## src/rtl/seg_scan_driver.sv

```systemverilog
// -----------------------------------------------------------------------------
// seg_scan_driver
//    Time-multiplexed N-digit seven-segment display driver. A packed hex word
//    and per-digit enables are captured into shadow registers on a load strobe.
//    The driver then scans one digit per refresh slot of DIV clocks. Each slot
//    starts with a single dead cycle in which every anode is released, so the
//    previous digit cannot ghost into the next one. Segment patterns come from
//    a fixed hex decode table. All outputs are registered.
//
// Parameters
//    DIGITS  number of digits scanned (1..8); digit 0 is rightmost, nibble [3:0]
//    DIV     clocks per digit slot (>= 2)
//
// Ports
//    clk        in   1          system clock, rising edge
//    reset      in   1          synchronous, active-high
//    load       in   1          capture strobe for digit_val / digit_en
//    digit_val  in   4*DIGITS   packed hex nibbles, nibble k = digit k
//    digit_en   in   DIGITS     1 = digit k displayed, 0 = digit k blanked
//    dp_val     in   DIGITS     decimal-point values (SEG_DP_EN builds only)
//    dp         out  1          decimal point, active-high (SEG_DP_EN builds only)
//    seg        out  7          segments g..a (seg[0] = a), active-high
//    an         out  DIGITS     anodes, active-low; one low or all high
//    frame      out  1          one-cycle pulse when the last digit slot completes
//
// Configuration
//    SEG_DP_EN  when defined, adds the dp_val input and the dp output.
//               dp_val is captured on load like digit_val. dp follows the same
//               drive condition as seg.
// -----------------------------------------------------------------------------
module seg_scan_driver #(
   parameter int DIGITS = 4,
   parameter int DIV    = 16384
) (
   input  logic                  clk,
   input  logic                  reset,
   input  logic                  load,
   input  logic [4*DIGITS-1:0]   digit_val,
   input  logic [DIGITS-1:0]     digit_en,
`ifdef SEG_DP_EN
   input  logic [DIGITS-1:0]     dp_val,
   output logic                  dp,
`endif
   output logic [6:0]            seg,
   output logic [DIGITS-1:0]     an,
   output logic                  frame
);

   localparam int CW = $clog2(DIV);
   localparam int IW = (DIGITS > 1) ? $clog2(DIGITS) : 1;

   logic [4*DIGITS-1:0] val_q, val_d;
   logic [DIGITS-1:0]   en_q, en_d;
   logic [CW-1:0]       cnt_q, cnt_d;
   logic [IW-1:0]       idx_q, idx_d;
   logic [6:0]          seg_q, seg_d;
   logic [DIGITS-1:0]   an_q, an_d;
   logic                frame_q, frame_d;
`ifdef SEG_DP_EN
   logic [DIGITS-1:0]   dpv_q, dpv_d;
   logic                dp_q, dp_d;
`endif

   logic                last_cnt;
   logic                last_idx;
   logic                drive;
   logic [3:0]          nib;

   // Hex nibble to segment pattern, bit order gfedcba.
   function automatic logic [6:0] hex7(input logic [3:0] n);
      logic [6:0] s;
      unique case (n)
         4'h0: s = 7'h3F;
         4'h1: s = 7'h06;
         4'h2: s = 7'h5B;
         4'h3: s = 7'h4F;
         4'h4: s = 7'h66;
         4'h5: s = 7'h6D;
         4'h6: s = 7'h7D;
         4'h7: s = 7'h07;
         4'h8: s = 7'h7F;
         4'h9: s = 7'h6F;
         4'hA: s = 7'h77;
         4'hB: s = 7'h7C;
         4'hC: s = 7'h39;
         4'hD: s = 7'h5E;
         4'hE: s = 7'h79;
         default: s = 7'h71;
      endcase
      return s;
   endfunction

   always_comb begin
      // NOTE: every signal gets a default first so no path leaves it unassigned (no latch).
      val_d   = val_q;
      en_d    = en_q;
      if (load) begin
         val_d = digit_val;
         en_d  = digit_en;
      end

      last_cnt = (cnt_q == CW'(DIV - 1));
      last_idx = (idx_q == IW'(DIGITS - 1));

      cnt_d = last_cnt ? '0 : cnt_q + 1'b1;
      idx_d = idx_q;
      if (last_cnt) begin
         idx_d = last_idx ? '0 : idx_q + 1'b1;
      end
      frame_d = last_cnt && last_idx;

      // cnt == 0 is the dead cycle of every slot: no anode is driven.
      nib   = val_q[idx_q*4 +: 4];
      drive = (cnt_q != '0) && en_q[idx_q];
      an_d  = '1;
      seg_d = '0;
      if (drive) begin
         an_d[idx_q] = 1'b0;
         seg_d       = hex7(nib);
      end

`ifdef SEG_DP_EN
      dpv_d = load ? dp_val : dpv_q;
      dp_d  = drive && dpv_q[idx_q];
`endif
   end

   always_ff @(posedge clk) begin
      // NOTE: sequential state uses non-blocking assignments so all flops update together.
      if (reset) begin
         val_q   <= '0;
         en_q    <= '0;
         cnt_q   <= '0;
         idx_q   <= '0;
         seg_q   <= '0;
         an_q    <= '1;
         frame_q <= 1'b0;
`ifdef SEG_DP_EN
         dpv_q   <= '0;
         dp_q    <= 1'b0;
`endif
      end else begin
         val_q   <= val_d;
         en_q    <= en_d;
         cnt_q   <= cnt_d;
         idx_q   <= idx_d;
         seg_q   <= seg_d;
         an_q    <= an_d;
         frame_q <= frame_d;
`ifdef SEG_DP_EN
         dpv_q   <= dpv_d;
         dp_q    <= dp_d;
`endif
      end
   end

   assign seg   = seg_q;
   assign an    = an_q;
   assign frame = frame_q;
`ifdef SEG_DP_EN
   assign dp    = dp_q;
`endif

endmodule

```

## config.mk

```make
export PLATFORM = sky130hd
export DESIGN_NAME = seg_scan_driver
export DESIGN_NICKNAME = d
export VERILOG_FILES = /design/src/rtl/seg_scan_driver.sv
export SDC_FILE = /design/constraint.sdc
export NUM_CORES = 1
export LEC_CHECK = 0
export CAP_MARGIN = 15
export CORE_MARGIN = 2
export CORE_UTILIZATION = 50
export DETAILED_ROUTE_END_ITERATION = 8
export GPL_ROUTABILITY_DRIVEN = 0
export PLACE_DENSITY = 0.8
export SLEW_MARGIN = 20
export SYNTH_ARGS = -nofsm -noshare
export SYNTH_HDL_FRONTEND = slang
export SYNTH_SLANG_ARGS = --single-unit
```

## constraint.sdc

```tcl
create_clock -name clk -period 3.6 [get_ports clk]
set_input_delay 1.08 -clock clk [delete_from_list [all_inputs] [get_ports clk]]
set_output_delay 1.08 -clock clk [all_outputs]
set_load 0.005 [all_outputs]
```

# Word level (Yosys, flattened, before mapping)
# Memories as Yosys holds them, arrays and structs flattened. A register that Yosys moved wholly into a read port is not among the register bits.
# Index checks and enable logic that the tools add are counted.
# word_totals
reg_bits,41
mem_bits_ro,112
in_bits,23
output_inout_bits,12
wordCells,27
memories,1
# memory_table
memory,depth,width,rd,rd_ports_with_merged_regs,write_ports,line,source
(no name shown),16,7,1,1,0,72,unique case (n)
# classes
n_addsub,2
magnitude_cmp,2
n_eq_ne,2
shift,1
n_mux,5
bitwise_logic,2
n_reduce_logical,6
# ops
operator,n
$shiftx 16x5->4,1
$add 14x1->14 const B,1
$eq 14x14->1 const B,1
$reduce_bool 14->1,1
$not 4->4,1
$reduce_or 2->1,2
$logic_and 1x1->1,3
$lt 2x3->1 const B,1
$add 2x1->2 const B,1
$bmux 1 s2,1
$demux 1 s2,1
$eq 2x2->1 const B,1
$ge 2x1->1 const B,1
$mux 1,2
$mux 2,1
$not 1->1,1

# Depth between registers and ports, before layout
# Gate-level depths: netlist of the first run.
# depth
word_depth,5
mapped_depth,8
ltp_nobuf,7

# Worst setup path before layout of the first run
# No wires, ideal clock.
# synth_timing
path_type,register to register
from,reg idx_q[0]
to,reg seg_q[0] (netlist: seg[0])
setup_ps,115
arrival_ps,1989
t_required_ps,3485
slack_ps,1497
stages_incl_launch_ff,9
n_path_buf,1
period_less_slack_ps,2103
cell_sequence,dfxtp_1 > buf_6 > mux4_1 > inv_1 > ha_1 > mux2i_1 > a21oi_1 > a21oi_1 > o21a_1
# synth_via
elab_chain_cells,5
word_cells_on_any_way,6
cone_classes,shift: 1; mux: 2; bitwise: 1; reduce/logical: 2
# synth_rtl
element,line,source
start: declaration,55,"logic [IW-1:0] idx_q, idx_d;"
start signal: assignment,146,idx_q <= idx_d;
$bmux 1 s2,114,drive = (cnt_q != '0) && en_q[idx_q];
$mux 1 (implied by the code),114,
$logic_and 1x1->1,114,
$not 1->1 (no line),--,
$reduce_or 2->1 (no line),--,
end: declaration,56,"logic [6:0] seg_q, seg_d;"
# Several ways; a longest one is shown, not always the timed one. The select of a mux whose other input is x is not followed.
# A chain may end at the register's enable or synchronous reset.

# Final worst setup path of the first run
# Ends and elaborated chain as after synthesis.

==> impl_metrics.csv, run 1 <==
group,metric,value,unit
cts,ctsHtreeMaxLevel,2,
route,drc,0,
min_path,hold_path_class,"reg -> reg",
cts,cts-resized-gates,0,
sta,setup_viol,0,
floorplanning,start_util,0.5114,
synthesis,ys_types,39,
sta,setup_ws,1.214,ns
critical_path,path_depth,8,
critical_path,crit_required,3.79,ns
sta,skew,0.005806,ns
placed_design,portBuffers,34,
synthesis,ys_seq_elements,48,
synthesis,yosysSeqAreaShare,0.4376,
min_path,hold_depth,1,
floorplanning,rows,24,
placed_design,place_worst_setup_slack,1.190,ns
global_route,antenna_found_initial,0,
critical_path,critPathMaxStageDelay,0.71,ns
global_route,grt_pass1_wl,6727,um
synthesis,yosysMostFrequentCell,"dfxtp_1",
cells_and_area,antenna_cells,0,
cts,cts_tree,"done",
cts,hold_buffers,0,
critical_path,cp.arrival,2.58,ns
global_route,track_usage,0.1703,
synthesis,yosysWarnings,0,
sta,holdWs,0.4643,ns
route,detail-route-antenna-nets,0,
critical_path,r2r-start,"idx_q[0]",
cts,postCtsSetupBuffers,0,
job,drv_cap,0,
sta,timing.fmax,419.1,MHz
power_and_ir_drop,p_leak,1.114,nW
floorplanning,die_w,70.27,um
critical_path,worstRegToRegCells,8,
critical_path,endpoint_kind,"flip-flop",
critical_path,startpoint,"idx_q[0]",
sta,slew_violations,0,
run_status,status,"finished clean",
global_route,grt_pass1_vias,1523,
cts,cts.sinks,48,
cells_and_area,nets,293,
sta,finalSetupTns,0,ns
critical_path,critPathKind,"reg -> reg",
sta,worst_pin_slew,0.5318,ns
critical_path,cp-start-kind,"flip-flop",
floorplanning,boundaryPins,35,
sta,period_needed,2.386,ns
synthesis,syn_area_per_cell,9.936,um2
cells_and_area,num-fill-cells,373,
floorplanning,core_area,0.004294,mm2
synthesis,ys_async_sr_fraction,0,
critical_path,path_max_fanout,12,
critical_path,crit_top_cell,"a21oi_1",
sta,slew_headroom,0.6435,
synthesis,netlist.area_leader.share,0.4376,
global_route,grt_max_degree,31,
min_path,hp-start,"cnt_q[0]",
critical_path,crit_family,"multiplexers",
placed_design,hpwl,2876,um
synthesis,synth_commonest_cells,"48 x dfxtp_1, 40 x nor2_1, 30 x mux2i_1",
cts,cts_root_buffer,"clkbuf_8",
global_route,grt-ovfl-total,0,
cts,clk_pin_slew,0.08,ns
synthesis,syn_nets,257,
critical_path,path_cells,"buf_4, mux4_1, inv_1, ha_1, mux2i_1, a21oi_1, a21oi_1, o21a_1",
route,wl_per_cell,12.71,um
route,wl,3941,um
floorplanning,die_h,70.27,um
synthesis,syn_area,0.002196,mm2
route,vias,1598,
synthesis,synth_top_cell_by_area,"dfxtp_1",
cts,max-clock-path-buffers,2,
floorplanning,die_area,0.004938,mm2
sta,rsz0062_at_grt,"no",
route,initialDrtViolationCount,105,
cells_and_area,syn_to_final_growth,21.65,%
sta,post-route-period-util,0.6628,
critical_path,worst_path_max_delay_cell,"mux4_1",
route,via_per_inst,5.155,
synthesis,synth_edf_count,0,
synthesis,syn_inst,221,
critical_path,worst-path-buf-inv,2,
synthesis,synth_area_leaders,"dfxtp_1 44%, mux2i_1 14%, ha_1 7.4%, nor2_1 6.8%, mux4_1 2.4%",
power_and_ir_drop,peakVddDrop,0.1866,mV
cts,clk_latency,0.29,ns
sta,hold_viol_final,0,
power_and_ir_drop,p_per_area,372.7,mW/mm2
cells_and_area,layout-drive-gt1-share,0.07364,
route,first_pass_iters,4,
synthesis,ys.flop_type,"dfxtp_1",
cts,numCtsBuffers,5,
==> worst register-to-register path: cells and delay by family (launching register included) <==
| kind | cells | cell delay, ns |
|---|---|---|
| AO/OA/AOI/OAI | 3 | 0.44 |
| flip-flops | 1 | 0.31 |
| adder cells (fa/ha/maj) | 1 | 0.32 |
| buffers and inverters | 2 | 0.38 |
| multiplexers | 2 | 0.84 |
==> final timing paths <==
check | endpoint | slack [ns]
max | seg[0] | 1.21
min | cnt_q[0] | 0.46
max reg2reg | seg[0] | 1.21
min reg2reg | cnt_q[0] | 0.46
==> state kept, by name, indices dropped and copies added (netlist names) <==
signal and cells:
idx_q 2, cnt_q 14, en_q 4, frame 1, val_q 16, seg 7
an 4
==> cell usage in the layout (no fill, tap or decap), types with 3 or more instances in the layout <==
master / Yosys / routed
nor3_1: 5 / 5
inv_1: 9 / 9
nand3_1: 6 / 6
buf_4: 1 / 3
clkdlybuf4s50_1: 0 / 34
clkbuf_8: 0 / 6
ha_1: 13 / 13
xnor2_1: 5 / 5
dfxtp_1: 48 / 48
nor2_1: 40 / 40
xor2_1: 5 / 5
nand2_1: 14 / 14
nand4_1: 3 / 3
mux2i_1: 30 / 30
a21oi_1: 6 / 6
==> cell type report <==
class                   count  area [um2]  area share
multi-input cells         156        1159      0.4337
well taps                  52       65.06     0.02436
flip-flops and latches     48       960.9      0.3597
repair buffers             37       362.8      0.1358
clock buffers               8       90.09     0.03372
inverters                   9       33.78     0.01265
==> per-stage QoR <==
stage / instances / utilization / cell area, um2 / power [mW]
2_1_floorplan: 221 / - / 2196 / 0.6424
3_3_place_gp: 302 / 0.6011 / 2581 / 0.6850
3_5_place_dp: 302 / 0.6011 / 2581 / 0.6892
4_1_cts: 310 / 0.6221 / 2671 / 1.006
5_1_grt: 310 / 0.6221 / 2671 / 1.038
6_report: 310 / 0.6221 / 2671 / 0.9956
==> where the power goes <==
part | internal [mW] | switching [mW] | leakage, nW
sequential | 0.549 | 0.00986 | 0.392
clock | 0.157 | 0.163 | 0.0455
combinational | 0.0631 | 0.0540 | 0.676
total | 0.769 | 0.226 | 1.11
==> kinds of logic (layout without fill, tap and decap cells) <==
group                      Yosys count  after routing  share of synthesized area
AOI/OAI and AO/OA                   16             16                    0.05128
xor gates and xnor gates            10             10                    0.03988
adders and majority gates           13             13                    0.07408
buffers and inverters               17             54                    0.03476
DFF                                 48             48                     0.4376
muxes                               36             36                     0.1880
and+or+nand+nor                     81             81                     0.1744
==> layer usage <==
metal / vias up / wire [um] / global-route usage / share of wire
met5: - / 0 / 0 / 0
met1: 733 / 1796 / 0.2239 / 0.46
li1: 830 / - / - / -
met2: 30 / 1932 / 0.2767 / 0.49
met3: 5 / 148 / 0.02886 / 0.038
met4: 0 / 63 / 0.07051 / 0.016
(Power assumes the default switching activity.)
==> run 2, diff against run 1 <==
--- a/config.mk
+++ b/config.mk
@@ -7,10 +7,10 @@
 export LEC_CHECK = 0
 export CAP_MARGIN = 15
 export CORE_MARGIN = 2
-export CORE_UTILIZATION = 50
+export CORE_UTILIZATION = 48
 export DETAILED_ROUTE_END_ITERATION = 8
 export GPL_ROUTABILITY_DRIVEN = 0
-export PLACE_DENSITY = 0.8
+export PLACE_DENSITY = 0.81
 export SLEW_MARGIN = 20
 export SYNTH_ARGS = -nofsm -noshare
 export SYNTH_HDL_FRONTEND = slang
==> constraint.sdc (replaced) <==
create_clock -name clk -period 2.1 [get_ports clk]
set_input_delay 0.63 -clock clk [delete_from_list [all_inputs] [get_ports clk]]
set_output_delay 0.63 -clock clk [all_outputs]
set_load 0.005 [all_outputs]
==> run 2 against run 1 <==
  * Sequential share of layout area is 1.1 points lower
  * First-iteration DRC count up 28%
  * Global-route usage increased by 0.45 points
  * Core utilization is 0.69 points higher
  * Via count increased by 3.3%
  * Register-to-register slack lost 1.1 ns
  * Combinational power up 82%
  * Sequential cell count stayed put
  * Largest power group unchanged
  * Count of clock-buffer cells in the layout is 3 lower
  * Die area is 3.9% higher
  * Worst setup slack got worse by 1.1 ns
==> impl_metrics.csv, run 2 (same netlist as run 1, synthesis figures left out) <==
group,metric,value,unit
cells_and_area,layout-drive-gt1-share,0.1283,
power_and_ir_drop,peakVddDrop,0.4370,mV
power_and_ir_drop,power_frac_comb,0.116,
critical_path,crit_required,2.31,ns
cells_and_area,nets,300,
route,wl_per_cell,12.83,um
route,via_per_inst,5.208,
global_route,track_usage,0.1748,
route,first_pass_iters,4,
power_and_ir_drop,pwr-share-clk,0.357,
floorplanning,die_area,0.005132,mm2
floorplanning,boundaryPins,35,
cts,clk_pin_slew,0.09,ns
critical_path,critPathKind,"reg -> reg",
floorplanning,rows,24,
route,vias,1651,
power_and_ir_drop,p_leak,1.152,nW
floorplanning,start_util,0.5009,
cells_and_area,largest_reg_flops,16,
placed_design,portBuffers,34,
cts,cts.sinks,48,
global_route,grt_pass1_wl,7086,um
cells_and_area,num-fill-cells,354,
power_and_ir_drop,p_switching,413.9,uW
cts,clk_latency,0.30,ns
cells_and_area,regMostFlops,"val_q",
cts,ctsHtreeMaxLevel,2,
sta,slew_headroom,0.6656,
min_path,hold_path_class,"reg -> reg",
sta,rsz0062_at_grt,"no",
global_route,grt_max_degree,23,
global_route,antenna_found_initial,0,
route,detail-route-antenna-nets,0,
sta,post-route-period-util,0.9328,
cts,hold_buffers,0,
cells_and_area,syn_to_final_growth,25.58,%
run_status,status,"finished clean",
power_and_ir_drop,total_power,1.825,mW
critical_path,cp.arrival,2.17,ns
cells_and_area,layoutNonFillerInstCount,317,
critical_path,path_max_fanout,5,
cells_and_area,antenna_cells,0,
sta,setup_viol,0,
cells_and_area,multi_input_area,0.001157,mm2
sta,timing.fmax,510.5,MHz
route,drc,0,
power_and_ir_drop,switching_share,0.2268,
sta,slew_violations,0,
critical_path,endpoint_kind,"flip-flop",
cts,cts_tree,"done",
placed_design,hpwl,2961,um
critical_path,cp-start-kind,"flip-flop",
sta,skew,0.006823,ns
cells_and_area,regArea,962.2,um2
cells_and_area,final_common_cell,"dfxtp_1",
sta,worst_pin_slew,0.4978,ns
placed_design,placedCellCount,309,
cts,max-clock-path-buffers,2,
sta,hold_viol_final,0,
floorplanning,core_area,0.004384,mm2
job,drv_cap,0,
power_and_ir_drop,p_per_area,661.7,mW/mm2
sta,holdWs,0.4753,ns
floorplanning,die_h,71.64,um
floorplanning,die_w,71.64,um
power_and_ir_drop,intPower,1.411,mW
sta,period_needed,1.959,ns
global_route,grt-ovfl-total,0,
cells_and_area,layout_common_cells,"47 x dfxtp_1, 40 x nor2_1, 34 x clkdlybuf4s50_1",
cts,numCtsBuffers,5,
route,initialDrtViolationCount,134,
cts,cts_root_buffer,"clkbuf_8",
global_route,grt_pass1_vias,1556,
route,wl,4066,um
power_and_ir_drop,seqPwrFrac,0.527,
==> run 2: cell type report <==
class / count / area share
Tap cell: 52 / 0.02359
Inverter: 9 / 0.01225
Sequential cell: 48 / 0.3489
Timing Repair Buffer: 44 / 0.1552
Multi-Input combinational cell: 156 / 0.4197
Clock inverter: 3 / 0.01543
Clock buffer: 5 / 0.02495
==> run 2: metal layers <==
metal | up-vias | global-route usage | wire length [um]
met3 | 9 | 0.03938 | 135
met5 | - | 0 | 0
met4 | 0 | 0.05660 | 72
met1 | 755 | 0.2525 | 2089
li1 | 844 | - | -
met2 | 43 | 0.2603 | 1769
==> run 2: final timing paths <==
kind,start,slack (ns),depth (start not counted),to
max,idx_q[0],0.14,6,seg[3]
min,cnt_q[0],0.48,1,cnt_q[0]
max reg2reg,idx_q[0],0.14,6,seg[3]
min reg2reg,cnt_q[0],0.48,1,cnt_q[0]
==> run 2: critical path, cell delays in order (launching register included) <==
cell	delay, ns
dfxtp_2	0.38
mux4_2	0.58
inv_2	0.12
ha_1	0.16
inv_1	0.04
mux4_2	0.46
nor4_2	0.14
==> run 2: power by group through the flow <==
stage,sequential [mW],combinational (mW),clock (mW)
4_1_cts,0.960,0.212,0.669
2_1_floorplan,0.976,0.125,0
5_1_grt,0.965,0.236,0.698
3_3_place_gp,0.980,0.205,0
3_5_place_dp,0.981,0.209,0
6_report,0.961,0.213,0.651
==> run 2: metrics by stage <==
step	setup slack [ns]	util	setup TNS [ns]	area, um2
6_report	0.1411	0.6290	0	2758
5_1_grt	0.01834	0.6290	0	2758
4_1_cts	0.0009035	0.6287	0	2756
3_5_place_dp	-0.02728	0.6042	-0.02728	2649
3_3_place_gp	0.07400	0.6042	0	2649
2_1_floorplan	-0.001698	-	-0.001698	2198
==> run 2: timing repair <==
item                       4_1_cts  5_1_grt
setup endpoints to repair        2        2
hold endpoints to repair         0        0
setup buffers                    0        0
gates resized for setup          1        4
==> run 3, diff against run 2 <==
--- a/config.mk
+++ b/config.mk
@@ -5,12 +5,13 @@
 export SDC_FILE = /design/constraint.sdc
 export NUM_CORES = 1
 export LEC_CHECK = 0
+export ABC_CLOCK_PERIOD_IN_PS = 2100
 export CAP_MARGIN = 15
 export CORE_MARGIN = 2
 export CORE_UTILIZATION = 48
 export DETAILED_ROUTE_END_ITERATION = 8
 export GPL_ROUTABILITY_DRIVEN = 0
-export PLACE_DENSITY = 0.81
+export PLACE_DENSITY = 0.78
 export SLEW_MARGIN = 20
 export SYNTH_ARGS = -nofsm -noshare
 export SYNTH_HDL_FRONTEND = slang
==> run 3 against run 2 <==
  * Critical endpoint unchanged
  * Die area did not move
  * Core utilization increased by 1.3 points
  * First-iteration DRC count is 2.2% lower
  * Combinational power hardly changed
  * Via count grew 0.48%
  * Clock skew about the same
  * Critical path depth is 2 lower
  * Sequential power about the same
  * Worst hold slack gained 0.0074 ns
==> impl_metrics.csv, run 3 (same netlist as run 1, synthesis figures left out) <==
group,metric,value,unit
run_status,status,"finished clean",
global_route,grt_max_degree,22,
power_and_ir_drop,peakVddDrop,0.3279,mV
route,wl_per_cell,13.03,um
route,vias,1659,
cts,cts_tree,"done",
route,via_per_inst,5.201,
cts,ctsHtreeMaxLevel,2,
sta,post-route-period-util,0.9240,
global_route,grt_pass1_vias,1659,
min_path,hold_path_class,"reg -> reg",
cts,postCtsSetupBuffers,0,
global_route,met1_usage,0.2380,
cells_and_area,layout-drive-gt1-share,0.1311,
placed_design,placed_area,0.002664,mm2
route,detail-route-antenna-nets,0,
sta,skew,0.007101,ns
floorplanning,rows,24,
critical_path,cp.arrival,2.16,ns
critical_path,cp-start-kind,"flip-flop",
floorplanning,die_area,0.005132,mm2
cells_and_area,num-fill-cells,357,
job,drv_cap,0,
critical_path,worstRegToRegCells,4,
cts,hold_buffers,0,
floorplanning,core_area,0.004384,mm2
critical_path,startpoint,"idx_q[0]",
global_route,met2_usage,0.2829,
placed_design,portBuffers,34,
critical_path,crit_path_end,"seg[3]",
critical_path,endpoint_kind,"flip-flop",
sta,setup_viol,0,
sta,hold_viol_final,0,
power_and_ir_drop,switching_share,0.2042,
global_route,grt_pass1_wl,7189,um
global_route,grt-ovfl-total,0,
power_and_ir_drop,power_frac_comb,0.102,
floorplanning,die_h,71.64,um
route,first_pass_iters,4,
critical_path,crit_required,2.32,ns
placed_design,place_worst_setup_slack,0.01683,ns
global_route,track_usage,0.1783,
cts,clk_pin_slew,0.09,ns
critical_path,r2r-start,"idx_q[0]",
sta,rsz0062_at_grt,"no",
sta,slew_headroom,0.6405,
cells_and_area,nets,302,
sta,period_needed,1.940,ns
power_and_ir_drop,p_per_area,738.5,mW/mm2
cells_and_area,antenna_cells,0,
cts,max-clock-path-buffers,2,
route,drc,0,
cells_and_area,largest_reg_flops,16,
cells_and_area,syn_to_final_growth,28.26,%
route,initialDrtViolationCount,131,
global_route,grt_use_met3,0.03938,
cts,numCtsBuffers,5,
global_route,antenna_found_initial,0,
global_route,busiest_layer,"met2",
placed_design,hpwl,3075,um
cts,cts_root_buffer,"clkbuf_8",
power_and_ir_drop,seqPwrFrac,0.462,
floorplanning,start_util,0.5009,
critical_path,rr_endpoint,"seg[3]",
cells_and_area,regMostFlops,"val_q",
cts,clk_latency,0.30,ns
cells_and_area,layout_common_cells,"47 x dfxtp_1, 40 x nor2_1, 34 x clkdlybuf4s50_1",
power_and_ir_drop,pwr-share-clk,0.436,
route,wl,4158,um
sta,setup_ws,0.1597,ns
cells_and_area,final_area,0.002816,mm2
power_and_ir_drop,intPower,1.655,mW
cts,cts.sinks,48,
sta,timing.fmax,515.4,MHz
critical_path,critPathKind,"reg -> reg",
cells_and_area,final_common_cell,"dfxtp_1",
power_and_ir_drop,p_switching,424.8,uW
power_and_ir_drop,p_leak,1.184,nW
sta,worst_pin_slew,0.5351,ns
floorplanning,boundaryPins,35,
critical_path,rrSetupSlack,0.16,ns
sta,slew_violations,0,
power_and_ir_drop,total_power,2.080,mW
floorplanning,die_w,71.64,um
critical_path,path_max_fanout,6,
## run 3: cell type report
cell class | count | area (um2) | area share
clock inverters | 3 | 90.09 | 0.03199
well taps | 52 | 65.06 | 0.02310
repair buffers | 46 | 442.9 | 0.1573
multi-input cells | 156 | 1154 | 0.4096
inverters | 9 | 33.78 | 0.01199
clock buffers | 5 | 68.82 | 0.02443
flip-flops and latches | 48 | 962.2 | 0.3416
## run 3: worst min-delay path by stage
stage / start / slack [ns] / depth (start not counted) / endpoint
3_5_place_dp: cnt_q[0] / 0.47 / 1 / cnt_q[0]
6_report: cnt_q[0] / 0.48 / 1 / cnt_q[0]
5_1_grt: cnt_q[0] / 0.53 / 1 / cnt_q[0]
2_1_floorplan: cnt_q[0] / 0.43 / 1 / cnt_q[0]
3_3_place_gp: cnt_q[0] / 0.44 / 1 / cnt_q[0]
4_1_cts: cnt_q[0] / 0.49 / 1 / cnt_q[0]
## run 3: what timing repair did
item                                    CTS  global route
endpoints found under the setup margin    1             2
gates cloned                              0             0
hold endpoints to repair                  0             0
gates resized for setup                   1             3
## run 3: worst max-delay path: stages, from the launching register on
cell,delay (ns)
dfxtp_2,0.38
mux4_2,0.57
ha_1,0.29
mux4_2,0.48
nor4_2,0.13
## run 3: metal layers
layer	wire length (um)	part of all wire
met1	2008	0.48
met2	1908	0.46
met3	173	0.042
met4	66	0.016
met5	0	0
## run 3: power by group through the flow
stage          registers, mW  logic [mW]  clock network, mW
2_1_floorplan          0.976       0.125                  0
3_3_place_gp           0.981       0.206                  0
3_5_place_dp           0.982       0.211                  0
4_1_cts                0.961       0.213              0.924
5_1_grt                0.964       0.234              0.966
6_report               0.961       0.212              0.907
## run 3: metrics by stage
step                utilization  setup TNS, ns  instances  hold WS [ns]
finish                   0.6424              0        319        0.4826
global route             0.6424              0        319        0.5320
CTS                      0.6430              0        319        0.4884
detailed placement       0.6076              0        311        0.4679
global placement         0.6076              0        311        0.4449
floorplan                     -      -0.001698        221        0.4299
